**config.mk**
```make
export PLATFORM = sky130hd
export DESIGN_NAME = ff_bank
export DESIGN_NICKNAME = d
export VERILOG_FILES = /design/src/rtl/ff_bank.sv
export SDC_FILE = /design/constraint.sdc
export NUM_CORES = 1
export LEC_CHECK = 0
export CAP_MARGIN = 0
export CORE_MARGIN = 2
export CORE_UTILIZATION = 51
export CTS_BUF_LIST = sky130_fd_sc_hd__clkbuf_16
export CTS_CLUSTER_SIZE = 30
export DETAILED_ROUTE_END_ITERATION = 16
export GPL_ROUTABILITY_DRIVEN = 0
export GPL_TIMING_DRIVEN = 0
export PLACE_DENSITY = 0.81
export SLEW_MARGIN = 10
export SYNTH_ARGS = -nofsm -noshare
export SYNTH_HDL_FRONTEND = slang
export SYNTH_SLANG_ARGS = --single-unit
```
**constraint.sdc**
```tcl
create_clock -name clk -period 2.2 [get_ports clk]
set_input_delay 0.22 -clock clk [delete_from_list [all_inputs] [get_ports clk]]
set_output_delay 0.22 -clock clk [all_outputs]
set_load 0.005 [all_outputs]
```
**src/rtl/ff_bank.sv**
```systemverilog
// Bank of WIDTH flip-flop channels sharing one D/T/JK/SR mode select, with
// per-channel change flags, saturating change counters and a sticky SR-error flag.
module ff_bank #(
  parameter int unsigned      WIDTH     = 8,
  parameter int unsigned      CNT_W     = 4,
  parameter logic [WIDTH-1:0] RESET_VAL = '0
) (
  input  logic                   clk,
  input  logic                   rst,
  input  logic                   en,
  input  logic [1:0]             mode,
  input  logic [WIDTH-1:0]       a,
  input  logic [WIDTH-1:0]       b,
  input  logic                   clr_cnt,
  output logic [WIDTH-1:0]       q,
  output logic [WIDTH-1:0]       qbar,
  output logic [WIDTH-1:0]       chg,
  output logic [WIDTH*CNT_W-1:0] tog_cnt,
  output logic                   sr_err
);

  localparam int unsigned CNT_TOT = WIDTH * CNT_W;
  localparam logic [CNT_W-1:0] CNT_MAX = '1;

  localparam logic [1:0] MODE_D  = 2'b00;
  localparam logic [1:0] MODE_T  = 2'b01;
  localparam logic [1:0] MODE_JK = 2'b10;

  logic [WIDTH-1:0]   r_q;
  logic [WIDTH-1:0]   r_chg;
  logic [CNT_TOT-1:0] r_cnt;
  logic               r_sr_err;

  logic [WIDTH-1:0]   w_q_nxt;
  logic [WIDTH-1:0]   w_chg;
  logic [CNT_TOT-1:0] w_cnt_nxt;
  logic               w_sr_set;

  // Next state for every channel; mode is used directly so it acts on the edge it is sampled.
  always_comb begin
    w_q_nxt = r_q;
    if (en) begin
      case (mode)
        MODE_D:  w_q_nxt = a;
        MODE_T:  w_q_nxt = r_q ^ a;
        MODE_JK: w_q_nxt = (a & ~r_q) | (~b & r_q);
        default: w_q_nxt = (a & ~b) | (r_q & ~(a ^ b));  // SR, 11 holds
      endcase
    end
  end

  assign w_chg    = w_q_nxt ^ r_q;
  assign w_sr_set = en && (mode == 2'b11) && (|(a & b));

  // Clear reloads with this edge's change so a same-edge toggle still counts once.
  always_comb begin
    w_cnt_nxt = r_cnt;
    for (int i = 0; i < WIDTH; i++) begin
      if (clr_cnt) begin
        w_cnt_nxt[i*CNT_W +: CNT_W] = CNT_W'(w_chg[i]);
      end else if (w_chg[i] && (r_cnt[i*CNT_W +: CNT_W] != CNT_MAX)) begin
        w_cnt_nxt[i*CNT_W +: CNT_W] = r_cnt[i*CNT_W +: CNT_W] + CNT_W'(1);
      end
    end
  end

  always_ff @(posedge clk) begin
    if (rst) begin
      r_q      <= RESET_VAL;
      r_chg    <= '0;
      r_cnt    <= '0;
      r_sr_err <= 1'b0;
    end else begin
      r_q      <= w_q_nxt;
      r_chg    <= w_chg;
      r_cnt    <= w_cnt_nxt;
      r_sr_err <= w_sr_set | (r_sr_err & ~clr_cnt);
    end
  end

  // qbar derives from the same register as q so the two can never skew.
  assign q       = r_q;
  assign qbar    = ~r_q;
  assign chg     = r_chg;
  assign tog_cnt = r_cnt;
  assign sr_err  = r_sr_err;

endmodule

```
==> flow_results.org, run 1 <==
** Critical path
- The worst setup path is of the in -> reg kind.
- The number of buffers and inverters on the critical path is 4.
- Sort of element at the start of the critical path :: input port
- Top cell family by delay on the critical path :: buffers and inverters
- Data on the critical path is required at its endpoint by between 2 and 2.5 ns.
- Walking the worst path, the cells encountered are clkdlybuf4s50_1, clkbuf_8, buf_2, clkinv_1, a211o_1, a21oi_1, mux2i_1.
- Crit. End Element :: flip-flop
- CP max-delay cell :: clkdlybuf4s50_1
- Along the worst path, the maximum fanout reaches 10.
- Largest stage delay on the critical path :: around 0.52 ns
- Endpoint arrival time on the critical path :: about 2.3 ns

** Logic synthesis
- Of the synthesized area, sequential elements account for between 20% and 30%.
- The number of nets in the synthesized netlist is between 400 and 500.
- Share of the synthesized area in the top cell type :: about 28%
- Cells after synthesis :: around 400
- Summing every instance area after synthesis gives roughly 3400 um^2.
- Post-synthesis share of cell area spent on xor and xnor gates :: 0%
- Synthesis warning total :: 0
- The number of different library cells used by synthesis comes to between 60 and 70.
- After synthesis the netlist holds a flip-flop and latch count of slightly below 50.
- Dominant combinational cell family by area after synthesis :: compound AO/OA/AOI/OAI gates
- The most common cell in the synthesized netlist is dfxtp_1.
- Async set or reset register ratio after synthesis :: 0%
- Synth area leader :: dfxtp_1
- Leading register cell type out of synthesis :: dfxtp_1
- Synth Area in Adders :: a little over a tenth
- Averaged over all synthesized cells, the footprint is around 8.4 um^2.
- Summing the areas of all and, or, nand and nor instances in the mapped netlist gives between 20% and 30% of the synthesized area.
- Measured against the total synthesized area, the mux share comes to 2.87%.
- Commonest cells in the netlist :: dfxtp_1 (49), nor2_1 (42), nand2_1 (30), ha_1 (24), inv_1 (22)
- Synth top area cells :: dfxtp_1 (28%), ha_1 (8.7%), nor2_1 (4.6%), nand2_1 (3.3%), a21oi_1 (2.8%)
- Fraction of the mapped netlist area in compound gates :: 27.6%
- Counting flops with a built-in enable in the synthesized netlist gives 0.

** Clock tree
- Number of resized instances in the post-cts repair step :: 2
- After clock tree synthesis, the clock-pin slew on the worst setup and hold paths is about 0.07 ns.
- Buffers inserted during clock tree synthesis total 5.
- Clock Latency Late Sink :: 0.28 ns
- Clock Path Buffers :: 2
- For this design, the CTS-stage hold fixing added 0 buffers.
- The H-tree was split into 2 levels.
- TritonCTS built the clock tree.
- Clock tree synthesis selected as its root buffer the cell clkbuf_16.
- The tree built by TritonCTS fans out to just under 50 sinks.
- Once the clock tree was built, the setup fixing pass inserted 0 buffers.

** Die
- The core region is approximately 6400 um^2.
- Starting density of the core :: 53.6%
- Core Rows :: 29
- The die is about 86 um wide.
- Vertical die dimension :: about 86 um
- Die area :: 7420 um^2
- Number of top-level pins :: 79

** STA
- Worst Tran Pin Value :: 0.746 ns
- The total count of hold-check failures in the final report came to 0.
- Setup violations remaining at the end of the flow were counted as 0.
- Post-layout min period :: 2.11 ns
- The tightest hold path in the finished design has a slack of ~0.48 ns.
- Remaining max-slew budget at the tightest pin :: around 50%
- On the final layout, the worst clock skew is approximately 0.0020 ns.
- Setup repair after global routing missed its margin :: no
- Share of the clock period used by the worst path after layout :: about 96%
- Static timing analysis puts the maximum clock frequency at 474 MHz.
- Number of max-slew violations in the final report :: 0

** Routing
- In this run the remaining antenna-violating nets after routing total 0.
- Via-per-instance ratio :: 6.04
- Total number of vias :: around 3400
- Count of TritonRoute iterations in the first routing pass :: 5
- In the final routed layout, each cell accounts on average for about 16 um.
- Number of remaining DRC errors :: 0
- Total wire length after detailed routing :: approximately 9100 um
- For this block, the initial DRC count from the detailed router was 215.

** Finish
- Filler Cells Inserted :: 520
- After the flow finishes, the layout carries non-filler instances totaling 571.
- Area delta synth->final :: 30.5%
- In the final layout, the share of cells above drive strength 1 is around a tenth.
- Final nets :: between 500 and 600
- The number of antenna diodes in the final layout is 0.

** GRT
- The first global-routing pass estimated 15200 um of wire.
- Largest net degree at the start of global routing :: 16
- Summed over all layers, the global routing overflow is 0.
- For this run, the total global-route usage over all layers was measured as between 20 and 30%.
- Antenna violations before repair :: 0
- The number of global-route vias before repair is 3160.

** Run
- Across the run, the number of max-cap violations was 0.

** Run status
- Result of the run :: finished, final reports clean

** Power
- Largest vdd supply drop :: 0.329 mV
- Leakage power :: 1.74 nW
- Power density normalized to cell area :: slightly above 500 nW/um^2

** Placement
- Estimated wirelength of the detail-placed design :: around 6800 um
- Quantity of I/O buffers inserted on ports :: between 70 and 80
- Cells after DPL :: between 500 and 600

** Min path
- Class of the tightest hold or removal check :: reg -> reg
==> sequential cells by signal (all words and copies together) (netlist names) <==
signal	count
chg	8
sr_err	1
tog_cnt	32
q	8
==> tightest hold or removal path, delay by kind of cell, from the launching register on <==
kind	cells	cell delay [ns]
simple gates	1	0.07
compound gates	1	0.05
flops	1	0.32
==> path summary, 6_finish.rpt <==
path,from,to,slack [ns],depth (start not counted)
worst min register to register,sr_err,sr_err,0.48,2
worst max register to register,tog_cnt[24],tog_cnt[27],0.10,7
worst min-delay path,sr_err,sr_err,0.48,2
worst max-delay path,en,tog_cnt[9],0.09,7
==> cells in the final DEF (no fill, tap or decap), types with 6 or more instances in the layout <==
cell	n
clkdlybuf4s50_1	74
dfxtp_1	49
nor2_1	42
nand2_1	30
inv_1	23
ha_1	23
a21oi_1	19
nand3_1	17
o21ai_0	14
clkbuf_1	10
nand2b_1	8
o211ai_1	8
o221ai_1	7
o31ai_1	6
a21o_1	6
o211a_1	6
and3_1	6
maj3_1	6
a22oi_1	6
or4_1	6
==> metal layers <==
layer / share of wire [%] / global-route usage, % / vias to the layer above / wire length, um
li1: - / - / 1686 / -
met3: 5.7 / 2.89 / 7 / 516
met4: 0.79 / 5.92 / 0 / 72
met5: 0 / 0 / - / 0
met2: 48 / 41.9 / 124 / 4360
met1: 46 / 34.7 / 1631 / 4160
==> final cells by class <==
type | count | area, um^2 | area share (%)
Timing Repair Buffer | 77 | 774 | 17.2
Inverter | 23 | 86.3 | 1.92
Sequential cell | 49 | 981 | 21.8
Multi-Input combinational cell | 312 | 2210 | 49.2
Clock buffer | 5 | 125 | 2.79
Tap cell | 77 | 96.3 | 2.14
Clock inverter | 3 | 18.8 | 0.418
Buffer | 25 | 198 | 4.40
==> stage by stage <==
stage / TNS, ns / setup WS (ns) / instance area, um^2 / power (mW) / utilization, %
final: 0 / 0.0882 / 4490 / 2.28 / 69.9
after detailed placement: -4.41 / -0.343 / 4310 / 1.52 / 67.1
after global routing: 0 / 0.00420 / 4490 / 2.39 / 69.9
after floorplan: 0 / 0.177 / 3440 / 1.28 / -
after global placement: -3.08 / -0.280 / 4310 / 1.50 / 67.1
after CTS: -0.00775 / -0.00775 / 4460 / 2.28 / 69.4
==> power by group <==
part	total [mW]	leakage, nW	switching (mW)	internal (mW)
logic	0.554	1.27	0.278	0.277
clock network	0.766	0.0672	0.348	0.418
registers	0.964	0.399	0.0385	0.926
total	2.28	1.74	0.664	1.62
==> kinds of logic (layout without fill, tap and decap cells) <==
kind of cell / Yosys count / after routing
fa+ha+maj: 31 / 31
compound gates: 127 / 127
flops: 49 / 49
buf+inv: 48 / 133
simple gates: 145 / 145
mux: 9 / 9
No activity file was read; power rests on OpenSTA's default activity.
==> run 2: changes to the inputs <==
--- a/config.mk
+++ b/config.mk
@@ -8,5 +8,5 @@
 export CAP_MARGIN = 0
 export CORE_MARGIN = 2
-export CORE_UTILIZATION = 51
+export CORE_UTILIZATION = 55
 export CTS_BUF_LIST = sky130_fd_sc_hd__clkbuf_16
 export CTS_CLUSTER_SIZE = 30
@@ -14,5 +14,6 @@
 export GPL_ROUTABILITY_DRIVEN = 0
 export GPL_TIMING_DRIVEN = 0
-export PLACE_DENSITY = 0.81
+export PLACE_DENSITY = 0.87
+export SKIP_CTS_REPAIR_TIMING = 1
 export SLEW_MARGIN = 10
 export SYNTH_ARGS = -nofsm -noshare
==> constraint.sdc (replaced) <==
create_clock -name clk -period 2.65 [get_ports clk]
set_input_delay 0.265 -clock clk [delete_from_list [all_inputs] [get_ports clk]]
set_output_delay 0.265 -clock clk [all_outputs]
set_load 0.05 [all_outputs]
==> run 2 against run 1 <==
Worst hold slack gained 0.018 ns. First-iteration DRC count grew 14%. Global-route usage rose by 0.18 points. Sequential power shrank 17%. Worst setup slack better by 0.28 ns. Clock skew rose by 0.0037 ns. Critical path type unchanged. Highest routed layer unchanged. Largest cell class unchanged. Register-to-register slack better by 0.36 ns. Via count rose by 2.3%. Critical path depth is the same. Sequential share of layout area increased by 0.19 points. Utilization is 4.4 points higher. Non-clock buffer count unchanged.
==> flow_results.org, run 2 (synthesis gave the netlist of run 1 again) <==
** Run status
- The run finished with clean final reports.

** Die
- The die is 83.1 um tall.
- Starting density of the core :: a little under three fifths
- In this run the count of I/O pins placed on the die edge is 79.
- The floorplan step defined a die boundary enclosing roughly 7000 um^2.
- Measured along the x axis, the die boundary spans about 83 um.
- Area inside the core boundary :: 5990 um^2
- Core Rows :: 28

** STA
- Final setup vio count :: 0
- For this run, the top clock speed supported by timing is ~440 MHz.
- In the final timing run, aggregate negative setup slack is 0 ns.
- Dividing the final minimum period by the clock period gives approximately 86%.
- Setup WS post-layout :: 0.366 ns
- Number of max-slew violations in the final report :: 0
- Remaining max-slew budget at the tightest pin :: a little under three fifths
- For the final database, setup skew stands at between 0.005 and 0.006 ns.
- The clock period could shrink to approximately 2.3 ns.
- Worst Tran Pin Value :: around 0.67 ns
- Setup repair after global routing missed its margin :: no
- Final hold violation count :: 0

** GRT
- The number of antenna violations at the first check in global routing was 0.
- Leftover overflow at the end of global routing :: 0
- Entering global routing, the biggest net connects 17 pins.
- Overall fraction of global-route tracks in use :: approximately a quarter
- The number of global-route vias before repair is around 3100.
- The first global-routing pass estimated 14700 um of wire.

** Clock tree
- CTS saw between 40 and 50 sinks.
- Clock tree synthesis selected as its root buffer the cell clkbuf_16.
- Clock tree synthesis inserted a total of 5 buffers.
- Number of H-tree branching levels :: 2
- Clock transition at path regs :: about 0.07 ns
- TritonCTS built the clock tree.
- In this run the deepest clock path goes through 2 buffers.
- Clock Latency Late Sink :: approximately 0.29 ns

** Power
- Per report_power, the sequential group accounts for approximately 40% of the total.
- Overall power :: about 2.1 mW
- In this run the static leakage power is approximately 1.7 nW.
- Sw Ratio :: 34.4%
- Clock share of power :: about a third
- The internal portion of the total power is 1.35 mW.
- Largest vdd supply drop :: 0.355 mV
- Of the total power, combinational logic draws between 20% and 30%.
- Net switching power :: a little over 700 uW
- Power density normalized to cell area :: ~460 nW/um^2

** Min path
- In this run the worst hold path is classified as reg -> reg.

** Run
- Maximum capacitance violations :: 0

** Critical path
- Crit. End Element :: flip-flop
- The worst setup path is launched from an input port.
- In this run the worst path has a maximum fanout of 7.
- Endpoint arrival time on the critical path :: roughly 2.5 ns
- At the worst endpoint, the required time is 2.87 ns.
- Critical path type :: in -> reg
- Setup slack on the worst reg-to-reg path comes out at roughly 0.46 ns.

** Routing
- Total number of vias :: about 3500
- Final routed wire length divided by cell count :: about 16 um
- Summed over all layers, the routed wires come to between 9000 and 10000 um.
- Via-per-instance ratio :: slightly above 6
- In this run the remaining antenna-violating nets after routing total 0.
- Count of TritonRoute iterations in the first routing pass :: 5
- Number of remaining DRC errors :: 0
- Violation count after the first detailed-routing iteration :: between 200 and 250

** Finish
- The sequential cells in the finished layout cover a total of ~980 um^2.
- The final layout contains 539 nets.
- Most frequent standard cell in the layout excluding fill and tap cells :: clkdlybuf4s50_1
- Most used cells in the layout excluding fill and tap cells :: clkdlybuf4s50_1 (77), dfxtp_1 (49), nor2_1 (42)
- Combined area of the multi-input logic cells :: between 2000 and 2500 um^2
- Cells fill approximately three quarters of the core in the end.
- Counting the fill cells in the layout gives approximately 440.
- Share of cells above drive strength 1 :: 9.31%
- Area delta synth->final :: 29.4%
- Flip-flop count of the largest register after layout :: 32
- 0 antenna diodes ended up in the layout.

** Placement
- Detailed placement ended at an HPWL of 6910 um.
- The count of buffers added on input and output ports is 77.
- Worst setup slack after placement :: around 0.062 ns
-- run 2: changes by cell type in the layout (fill, tap and decap cells not counted), sizes merged --
cell,delta
clkinv,+1
dlygate4sd2,-1
clkinvlp,-1
clkdlybuf4s50,+3
dlymetal6s2s,-2
-- run 2: critical path, cell delays in order --
cell and delay, ns:
clkdlybuf4s50_1 0.63, ha_1 0.29, or3b_1 0.34, o21ai_1 0.25, o311ai_2 0.21, or3_1 0.38
a21oi_1 0.14
-- run 2: final cells by class --
type / instances / area share [%]
Buffer: 25 / 4.44
Clock buffer: 5 / 2.81
Clock inverter: 3 / 0.478
Inverter: 23 / 1.94
Multi-Input combinational cell: 312 / 48.9
Sequential cell: 49 / 22.0
Tap cell: 75 / 2.11
Timing Repair Buffer: 77 / 17.3
-- run 2: power groups by stage --
stage                     registers (mW)  logic (mW)  clock network (mW)
final                              0.802       0.593               0.657
after global routing               0.807       0.630               0.680
after CTS                          0.801       0.589               0.656
after detailed placement           0.818       0.586                   0
after global placement             0.815       0.572                   0
after floorplan                    0.923       0.284                   0
-- run 2: stage by stage --
| stage | cell area (um^2) | std cells | hold WS, ns |
|---|---|---|---|
| 2_1_floorplan | 3440 | 409 | 0.464 |
| 3_3_place_gp | 4310 | 561 | 0.469 |
| 3_5_place_dp | 4310 | 561 | 0.477 |
| 4_1_cts | 4450 | 569 | 0.508 |
| 5_1_grt | 4450 | 569 | 0.528 |
| 6_report | 4450 | 569 | 0.503 |
-- run 2: path summary, 6_finish.rpt --
check / start / to / depth (start not counted)
worst min-delay path: tog_cnt[13] / tog_cnt[13] / 2
worst max-delay path: a[7] / tog_cnt[31] / 7
worst max register to register: tog_cnt[24] / tog_cnt[27] / 7
worst min register to register: tog_cnt[13] / tog_cnt[13] / 2
-- run 2: layer usage --
metal / part of all wire (%) / GRT usage (%)
met4: 1.2 / 6.71
met2: 48 / 43.4
met1: 44 / 33.0
met5: 0 / 0
met3: 7.2 / 3.98
==> run 3: changes to the inputs <==
ABC_AREA = 1   (was default)
CORE_UTILIZATION = 52   (was 55)
PLACE_DENSITY = 0.85   (was 0.87)
==> run 3 against run 2 <==
Register-to-register slack gained 0.57 ns. Via count shrank 7.7%. Clock-buffer cell count is the same. Clock power shrank 5.2%. Largest cell class unchanged. Die area shrank 9.7%. Sequential share of layout area grew 3.0 points. Final cell count grew 0.35%. Wire length shrank 10%. Sequential power grew 2.6%. Worst hold slack lost 0.13 ns. Total power grew 1.3%. Synthesized cell count grew 1.5%.
==> flow_results.org, run 3 <==
** Run status
- Result of the run :: finished, final reports clean

** Logic synthesis
- Net count of the mapped netlist :: 461
- In this run the biggest area consumer among cell types represents approximately a third of the synthesized area.
- Synthesis warning total :: 0
- Synth top area cells :: dfxtp_1 (34%), nand2_1 (13%), ha_1 (10%), nand3_1 (8.0%), nand4_1 (7.5%)
- For this run, asynchronously set or reset flops after synthesis account for 0%.
- The synthesized design spends more area on one cell type than any other, namely dfxtp_1.
- A synthesized cell averages slightly above 7 um^2.
- After technology mapping, the gate count stands at about 420.
- After synthesis, the most frequently instantiated cells are nand2_1 (105), dfxtp_1 (49), nand3_1 (47), inv_1 (45), nand4_1 (35).
- Sequential element share of the synthesized area :: 33.6%
- Yosys reg bits :: 49
- Post-Syn Area :: between 2000 and 3000 um^2
- Most numerous cell in the Yosys netlist :: nand2_1
- Count of flip-flops with a built-in enable after synthesis :: 0
- Leading register cell type out of synthesis :: dfxtp_1
- Number of distinct library cell variants in the gate-level netlist after synthesis :: 24

** Die
- Vertical die dimension :: just under 80 um
- Area inside the core boundary :: about 5500 um^2
- For this design the top-level I/O count stands at ~80.
- The initial utilization of the core area, before any placement, comes to a little over half.
- Overall die width :: about 79 um
- The floorplan step defined a die boundary enclosing approximately 6200 um^2.
- The floorplan has 27 rows.

** Critical path
- Flop-to-flop setup slack :: a little over 1 ns
- Measured in cells, the most critical reg-to-reg path has a length of 7.
- The worst setup path is of the in -> reg kind.
- Endpoint of the lowest-slack register-to-register path :: tog_cnt[6]
- The worst setup path is captured at a flip-flop.
- For the worst setup path, the data arrival time is roughly 2.2 ns.
- Critical-path maximum fanout :: 9
- The worst setup path is launched from an input port.
- For the worst setup path, the data required time is around 2.8 ns.
- Reg2reg start :: q[1]

** Clock tree
- Clock transition at path regs :: ~0.07 ns
- Number of clock sinks :: roughly 50
- TritonCTS built the clock tree.
- Number of H-tree branching levels :: 2
- Clock Latency Late Sink :: a little under 0.3 ns
- CTS root buf :: clkbuf_16
- Clock Path Buffers :: 2
- Clock tree synthesis inserted a total of 5 buffers.

** Placement
- Port buffering added 76 buffers.
- Estimated wirelength of the detail-placed design :: 5880 um
- Cells after DPL :: between 500 and 600
- At the placement stage, the worst setup path has a slack of between 0.3 and 0.4 ns.

** STA
- Setup TNS Final :: 0 ns
- In the post-route analysis, the smallest setup slack over all paths is around 0.57 ns.
- Number of max-slew violations in the final report :: 0
- Remaining max-slew budget at the tightest pin :: between 50% and 60%
- Timing would allow up to 480 MHz.
- After layout, the worst path uses about four fifths of the clock period.
- The total count of hold-check failures in the final report is 0.
- Between clock sinks in the finished design, the worst skew comes to approximately 0.007 ns.
- The smallest clock period supported by the final layout is computed as ~2.1 ns.
- Setup violations remaining at the end of the flow were counted as 0.
- Setup repair after global routing missed its margin :: no
- At the pin with the least slew margin, the transition time is 0.669 ns.

** GRT
- Wire length of the first global-routing pass :: between 10000 and 15000 um
- Antenna violations before repair :: 0
- In the global route stage, overall resource usage came out at between 20% and 30%.
- Vias in the first global route :: roughly 3000
- Entering global routing, the biggest net connects 16 pins.
- Leftover overflow at the end of global routing :: 0

** Routing
- Count of TritonRoute iterations in the first routing pass :: 5
- Number of remaining DRC errors :: 0
- Violation count after the first detailed-routing iteration :: 230
- In the routed layout, each cell is associated on average with a via count of approximately 5.7.
- The final layout contains routed wiring with a total length of 8350 um.
- Final routed wire length divided by cell count :: between 10 and 15 um
- The final route contains around 3300 vias.
- The count of nets left with antenna violations once routing finished came out at 0.

** Power
- Power spread over the standard cell area amounts to ~530 nW/um^2.
- Leakage power :: around 1.7 nW
- Largest vdd supply drop :: roughly 0.29 mV

** Finish
- Of the cells placed in the final design, the portion with a size suffix greater than 1 is 3.21%.
- The number of antenna diodes in the final layout is 0.
- The register with the most flip-flops in the layout has 32 of them.
- The library cell used most frequently in the layout, excluding fill and tap cells, is nand2_1.
- Area delta synth->final :: 34.0%
- Excluding fillers, the count of instances in the completed layout stands at approximately 570.
- The library cells used most frequently in the layout, excluding fill and tap cells, are nand2_1 (105), clkdlybuf4s50_1 (76), dfxtp_1 (49).
- Final nets :: 544

** Min path
- Class of the tightest hold or removal check :: in -> reg
- The worst hold path passes through 2 cells.
- In this run the most critical hold path is launched from rst.
- The worst hold path terminates at tog_cnt[4].

** Run
- Maximum capacitance violations :: 0
## run 3: cell families (layout without fill, tap and decap cells)
kind of cell | Yosys count | in the layout | synth area share, %
compound gates | 58 | 58 | 11.0
fa+ha+maj | 24 | 24 | 10.3
flops | 49 | 49 | 33.6
xor+xnor | 16 | 16 | 4.79
simple gates | 215 | 215 | 33.4
buf+inv | 53 | 137 | 6.93
## run 3: worst max-delay path by stage
stage	startpoint	endpoint	depth (start not counted)
floorplan	q[7]	tog_cnt[30]	6
global placement	mode[1]	tog_cnt[23]	8
global route	mode[1]	tog_cnt[6]	10
detailed placement	mode[1]	tog_cnt[7]	10
CTS	mode[1]	tog_cnt[7]	10
finish	mode[1]	tog_cnt[6]	10
## run 3: metrics by stage
step / hold slack (ns) / cell area (um^2) / utilization, % / total power, mW
after global routing: 0.385 / 3920 / 71.6 / 2.18
after global placement: 0.473 / 3770 / 69.0 / 1.44
after CTS: 0.360 / 3920 / 71.6 / 2.08
final: 0.371 / 3920 / 71.6 / 2.08
after floorplan: 0.435 / 2920 / - / 1.25
after detailed placement: 0.485 / 3770 / 69.0 / 1.46
## run 3: report_power, final
group          total (mW)  internal [mW]  switching (mW)
Sequential          0.823          0.781          0.0422
Clock               0.623          0.346           0.276
Combinational       0.632          0.204           0.428
## run 3: metal layers
layer  global-route usage [%]  vias to the layer above  routed length (um)
met1                     33.3                     1505                3560
met5                        0                        -                   0
met2                     43.8                      146                4010
li1                         -                     1584                   -
met3                     5.34                       20                 604
met4                     10.3                        0                 167
## run 3: worst max-delay path: stages
cell	delay, ns
clkdlybuf4s50_1	0.62
nand2_2	0.12
nand2_2	0.22
inv_2	0.14
o211ai_1	0.13
nand3_1	0.13
nand2_1	0.20
nand3_1	0.21
nand2_1	0.12
a21oi_1	0.06
## run 3: final cells by class
cell class / count / area [um^2]
multi-input combinational: 313 / 1740
fill: 445 / 1560
sequential: 49 / 981
timing repair buffer: 76 / 761
inverter: 46 / 173
clock buffer: 5 / 125
tap: 72 / 90.1
buffer: 7 / 30.0
clock inverter: 3 / 18.8
